===== src/rtl/bullet_fire_ctrl.sv =====
// Shot manager for one tank: edge-detects the shoot key, allocates bullet slots,
// latches the spawn pose, and retires slots on expiry or hit behind a re-fire cooldown.
module bullet_fire_ctrl #(
    parameter int unsigned NUM_BULLETS     = 3,
    parameter int unsigned LIFE_FRAMES     = 240,
    parameter int unsigned COOLDOWN_FRAMES = 15
) (
    input  logic                   Reset,
    input  logic                   frame_clk,
    input  logic                   fire_key,
    input  logic [9:0]             tankX,
    input  logic [9:0]             tankY,
    input  logic [5:0]             angle,
    input  logic [NUM_BULLETS-1:0] bullet_hit,
    output logic [NUM_BULLETS-1:0] create,
    output logic [9:0]             spawnX,
    output logic [9:0]             spawnY,
    output logic [5:0]             spawnAngle,
    output logic [NUM_BULLETS-1:0] bullet_alive,
    output logic                   shot_denied,
    output logic [3:0]             shots_free
);

    typedef enum logic {READY, COOLDOWN} state_t;

    state_t                 state;
    logic                   key_prev;
    logic                   fire_edge;
    logic [7:0]             cooldown;
    logic [8:0]             life [NUM_BULLETS];
    logic [NUM_BULLETS-1:0] free_pick;
    logic                   accept;
    logic                   deny;
    logic [3:0]             alive_cnt;

    assign fire_edge = fire_key & ~key_prev;
    // Adding one to the alive mask carries into its lowest zero bit, isolating the lowest free slot.
    assign free_pick = ~bullet_alive & (bullet_alive + NUM_BULLETS'(1));
    assign accept    = (state == READY) && fire_edge && (free_pick != '0);
    assign deny      = (state == READY) && fire_edge && (free_pick == '0);

    always_comb begin
        alive_cnt = '0;
        for (int unsigned k = 0; k < NUM_BULLETS; k++) begin
            alive_cnt = alive_cnt + 4'(bullet_alive[k]);
        end
        shots_free = 4'(NUM_BULLETS) - alive_cnt;
    end

    always_ff @(posedge frame_clk or posedge Reset) begin
        if (Reset) begin
            state        <= READY;
            key_prev     <= 1'b1;
            cooldown     <= '0;
            create       <= '0;
            shot_denied  <= 1'b0;
            bullet_alive <= '0;
            spawnX       <= '0;
            spawnY       <= '0;
            spawnAngle   <= '0;
            for (int unsigned k = 0; k < NUM_BULLETS; k++) begin
                life[k] <= '0;
            end
        end else begin
            key_prev    <= fire_key;
            create      <= accept ? free_pick : '0;
            shot_denied <= deny;

            if (accept) begin
                spawnX     <= tankX;
                spawnY     <= tankY;
                spawnAngle <= angle;
            end

            for (int unsigned k = 0; k < NUM_BULLETS; k++) begin
                if (accept && free_pick[k]) begin
                    bullet_alive[k] <= 1'b1;
                    life[k]         <= 9'(LIFE_FRAMES);
                end else if (bullet_alive[k]) begin
                    if (bullet_hit[k] || life[k] <= 9'd1) begin
                        bullet_alive[k] <= 1'b0;
                        life[k]         <= '0;
                    end else begin
                        life[k] <= life[k] - 9'd1;
                    end
                end
            end

            case (state)
                READY: begin
                    if (accept && COOLDOWN_FRAMES > 0) begin
                        cooldown <= 8'(COOLDOWN_FRAMES);
                        state    <= COOLDOWN;
                    end
                end
                COOLDOWN: begin
                    // Leaving on the count of 1 re-arms exactly COOLDOWN_FRAMES cycles after the create pulse.
                    if (cooldown <= 8'd1) begin
                        cooldown <= '0;
                        state    <= READY;
                    end else begin
                        cooldown <= cooldown - 8'd1;
                    end
                end
                default: state <= READY;
            endcase
        end
    end

endmodule


===== config.mk =====
export PLATFORM = sky130hd
export DESIGN_NAME = bullet_fire_ctrl
export DESIGN_NICKNAME = d
export VERILOG_FILES = /design/src/rtl/bullet_fire_ctrl.sv
export SDC_FILE = /design/constraint.sdc
export NUM_CORES = 1
export LEC_CHECK = 0
export ABC_AREA = 1
export BUFFER_PORTS_ARGS = -buffer_cell sky130_fd_sc_hd__buf_2
export CAP_MARGIN = 20
export CORE_MARGIN = 1
export CORE_UTILIZATION = 55
export CTS_CLUSTER_DIAMETER = 120
export CTS_CLUSTER_SIZE = 8
export DETAILED_ROUTE_END_ITERATION = 16
export PLACE_DENSITY_LB_ADDON = 0.05
export REMOVE_ABC_BUFFERS = 1
export SYNTH_ARGS = -nofsm -noshare
export SYNTH_HDL_FRONTEND = slang
export SYNTH_SLANG_ARGS = --single-unit

===== constraint.sdc =====
create_clock -name frame_clk -period 2.6 [get_ports frame_clk]
set_input_delay 0.39 -clock frame_clk [delete_from_list [all_inputs] [get_ports frame_clk]]
set_output_delay 0.39 -clock frame_clk [all_outputs]
set_load 0.03 [all_outputs]

### Word-level counts from Yosys, hierarchy flattened

Index checks and enable logic that the tools add are counted.

* register bits: 70
* input bits: 32
* output and inout bits: 37
* logic and storage cells: 69

* add/sub/neg operators: 8
* $lt $le $gt $ge: 4
* equality and inequality tests: 1
* mux-type cells: 25
* bitwise logic cells: 5
* reductions and logical operators: 14

Operator list (count)
* $mux W9: 9
* $le A9 B1 Y1 const B: 3
* $sub A9 B1 Y9 const B: 3
* $mux W8: 2
* $pmux W8 S2: 1
* $mux W1: 11
* $le A8 B1 Y1 const B: 1
* $sub A8 B1 Y8 const B: 1
* $logic_and A1 B1 Y1: 6
* $reduce_bool A2 Y1: 3
* $sub A2 B3 Y4 const A: 1
* $add A2 B1 Y3: 1
* $add A3 B1 Y3 const B: 1
* $and A3 B3 Y3: 1
* $logic_not A3 Y1: 1
* $logic_or A1 B1 Y1: 3
* $mux W3: 1
* $not A3 Y3: 1
* $reduce_bool A3 Y1: 1
* $add A1 B1 Y2: 1
* $ne A2 B2 Y1 const B: 1
* $not A1 Y1: 2
* $pmux W1 S2: 1
* $and A1 B1 Y1: 1

### Logic depth before layout (Yosys ltp)

* word-level depth: 6
* depth in mapped cells: 9
* gate-level depth less buffers: 9

### Worst setup path after synthesis

Ideal clock, no wire load.

* path type: register -> output
* from: reg bullet_alive[1]
* to: out shots_free[0]
* arrival time: 1.286 ns
* slack: 0.924 ns
* stages on the path, launching flop included: 3
* buffers on the path: 0
* cells stage by stage: dfrtp_1 fa_1 inv_1

* longest elaborated chain between the ends: 3

RTL lines
* start: declaration: RTL line 19 `output logic [NUM_BULLETS-1:0] bullet_alive,`
* start signal: assignment: RTL line 57 `bullet_alive <= '0;`
* start signal: indexed assignment: RTL line 77 `bullet_alive[k] <= 1'b1;`
* start signal: indexed assignment: RTL line 81 `bullet_alive[k] <= 1'b0;`
* $add A1 B1 Y2: RTL line 45 `alive_cnt = alive_cnt + 4'(bullet_alive[k]);`
* $add A2 B1 Y3: RTL line 45
* $sub A2 B3 Y4: RTL line 47 `shots_free = 4'(NUM_BULLETS) - alive_cnt;`
* end: declaration: RTL line 21 `output logic [3:0] shots_free`

No other way between the ends.

### Worst setup path in the final report

* from: reg bullet_alive[0]
* to: out shots_free[0]

Same word-level chain as after synthesis.

==> impl_metrics.py <==
metrics = {
    "clock_tree": {
        "cts_max_level": 3,
        "cts.reportedPaths.clkPinSlew_ns": 0.08,
        "clkLatencyLatePin_ns": 0.35,
        "clockRootBuffer": "clkbuf_8",
        "cts_tree": "yes",
        "cts_buffer_depth": 2,
        "cts_setup_buffers": 0,
        "cts_made_buffers": 9,
        "postCtsResizedCells": 0,
        "cts_hold_buf": 0,
        "cts.sink_count": 70,
    },
    "synthesis": {
        "synth_xor_area_share_pct": 3.23,
        "avgSynthCellArea_um2": 7.72,
        "synth_cell_types": 28,
        "synthAdderAreaFrac_pct": 3.41,
        "synth.yosys.seq_area_share_pct": 49.7,
        "postSynthCellCount": 457,
        "synth_compound_area_share_pct": 5.43,
        "synth_top_family_by_area": "simple AND/OR/NAND/NOR gates",
        "ys_ff_latch": 70,
        "ys_warn_count": 0,
        "synth.area.mux_share_pct": 0.284,
        "synthesis.area_um2": 3530,
        "synth_simple_gate_area_share_pct": 30.3,
    },
    "die": {
        "die_height_um": 82.1,
        "num_rows": 28,
        "fp.coreArea_um2": 6060,
        "pin_count": 69,
        "start_util_pct": 58.2,
        "dieArea_um2": 6740,
        "die_x_um": 82.1,
    },
    "routing": {
        "ant_nets": 0,
        "via_per_inst": 4.94,
        "drt-wirelength-per-cell_um": 11.8,
        "drtPass1Iterations": 4,
        "drc": 0,
        "vias": 2996,
        "finalWirelength_mm": 7.18,
        "drt_iter0_drc": 107,
    },
    "critical_path": {
        "worstPathMaxFanout": 11,
        "crit_family": "adder cells",
        "cpMaxStageDelayCell": "fa_1",
        "cp-start-kind": "flop",
        "cp.arrival_ns": 1.64,
        "crit_type": "reg -> out",
        "r2r_end": "cooldown[1]",
        "end_kind": "output pin",
        "r2r-start": "bullet_alive[0]",
        "critPathBufInv": 2,
        "cp.required_ns": 2.21,
        "max_stage_delay_ns": 0.58,
        "crit_chain": "fa_1, inv_1, buf_2",
        "reg2reg_depth": 5,
        "r2r_setup_slack_ns": 0.80,
    },
    "global_route": {
        "overflow": 0,
        "grt.total_usage_pct": 23.9,
        "grt_pass1_wl_mm": 12.0,
        "antenna_found_initial": 0,
        "grt_max_degree": 43,
        "first_global_vias": 2815,
    },
    "sta": {
        "setup_viol": 0,
        "period_share_pct": 78.2,
        "hold_violations": 0,
        "postLayoutSetupSlackWorst_ns": 0.566,
        "slew_violations": 0,
        "worst_pin_slew_ns": 0.614,
        "finalSetupTns_ns": 0,
        "grt_setup_unrepaired": "false",
        "clock.fmax_mhz": 492,
        "finalCriticalPeriod_ns": 2.03,
        "finClkSkew_ns": 0.0104,
        "slew_headroom_pct": 59.0,
    },
    "placement": {
        "portBuffers": 66,
        "place_congestion": 0.874,
        "placed_cells": 591,
        "pre_cts_ws_ns": 0.800,
        "dp_hpwl_mm": 5.05,
    },
    "cells_and_area": {
        "final_cells": 607,
        "multi_input_area_um2": 1510,
        "mostFrequentLayoutCells": "189 x nand2_1, 69 x dfrtp_1, 66 x buf_2, 47 x inv_1, 36 x nor2_1",
        "final_layout_size_suffix_gt1_share_pct": 18.2,
        "regArea_um2": 1750,
        "layout.nets": 568,
        "syn_to_final_growth_pct": 17.0,
        "final_common_cell": "nand2_1",
        "diodes": 0,
        "nFillCells": 523,
    },
    "power": {
        "finalPower_mw": 2.11,
        "p_seq_share_pct": 51.8,
        "powerDensity_nw_per_um2": 510,
        "power.share.clock_pct": 45.8,
        "switchingPower_uw": 432,
        "ir_drop_uv": 287,
        "switching_share_pct": 20.5,
        "intPower_mw": 1.67,
        "p_leak_nw": 2.47,
        "comb_power_share_pct": 2.5,
    },
    "hold_path": {
        "hold_path_class": "in -> async",
    },
    "status": {
        "status": "finished, final reports clean",
    },
    "job": {
        "maxCapViolCount": 0,
    },
}
==> cell families after synthesis <==
group,count (synthesis)
flip-flops,70
adder cells (fa/ha/maj),9
AND/OR/NAND/NOR,264
XOR/XNOR,13
other,1
buffers and inverters,63
AO/OA/AOI/OAI,36
multiplexers,1
==> registers in the layout (all words and copies together), names as in the netlist <==
register and count:
bullet_alive 3, cooldown 8, create 3, key_prev 1
life 27, shot_denied 1, spawnAngle 6, spawnX 10
spawnY 10, state 1
==> layout make-up <==
cell class	instances	area share, %
repair buffers	67	8.49
well taps	75	2.27
clock inverters	4	1.70
inverters	54	4.91
clock buffers	12	3.52
flip-flops and latches	70	42.5
multi-input cells	325	36.6
==> how the worst max path moves through the flow <==
stage	start	end	cells after the start	slack [ns]
floorplan	Reset	bullet_alive[0]	1	0.44
global placement	bullet_alive[0]	cooldown[1]	5	0.86
detailed placement	bullet_alive[0]	cooldown[1]	5	0.80
CTS	bullet_alive[0]	shots_free[0]	3	0.55
global route	bullet_alive[0]	shots_free[0]	3	0.47
finish	bullet_alive[0]	shots_free[0]	3	0.57
==> synth_stat cells <==
cell        n  area [µm²]
nand2_1   189         709
dfrtp_1    69        1730
inv_1      48         180
nor2_1     36         135
nand3_1    27         135
a21oi_1    16        80.1
o21ai_0    14        70.1
xor2_1     10        87.6
ha_1        8         100
inv_2       6        22.5
buf_4       5        37.5
o21bai_1    4        30.0
buf_2       3        15.0
nor2_2      3        18.8
xnor2_1     3        26.3
nand2_4     2        22.5
nand4_1     2        12.5
or2_1       2        12.5
buf_6       1        11.3
conb_1      1        3.75
dfstp_2     1        26.3
fa_1        1        20.0
mux2i_1     1        10.0
nand2_2     1        6.26
nor3_2      1        10.0
o21ai_1     1        5.00
o22ai_1     1        6.26
or2_2       1        6.26
==> through the flow <==
stage	hold slack (ns)	util (%)	instance area, µm²
4_1_cts	0.126	68.1	4130
5_1_grt	0.161	68.1	4130
3_5_place_dp	0.464	64.5	3910
3_3_place_gp	0.458	64.5	3910
2_1_floorplan	0.394	-	3470
6_report	0.115	68.1	4130
==> power by group through the flow <==
stage	Combinational (mW)	Sequential (mW)	Clock [mW]
floorplan	0.0196	1.11	0
detailed placement	0.0539	1.11	0
CTS	0.0538	1.09	0.984
finish	0.0516	1.09	0.964
global placement	0.0538	1.11	0
global route	0.0603	1.09	1.02
==> layer usage <==
metal,wire length [µm],global-route usage [%],up-vias
met5,0,0,-
met4,150,11.8,0
met3,234,4.22,13
met2,3450,39.4,51
met1,3340,30.1,1390
li1,-,-,1542
(Power assumes the default switching activity.)
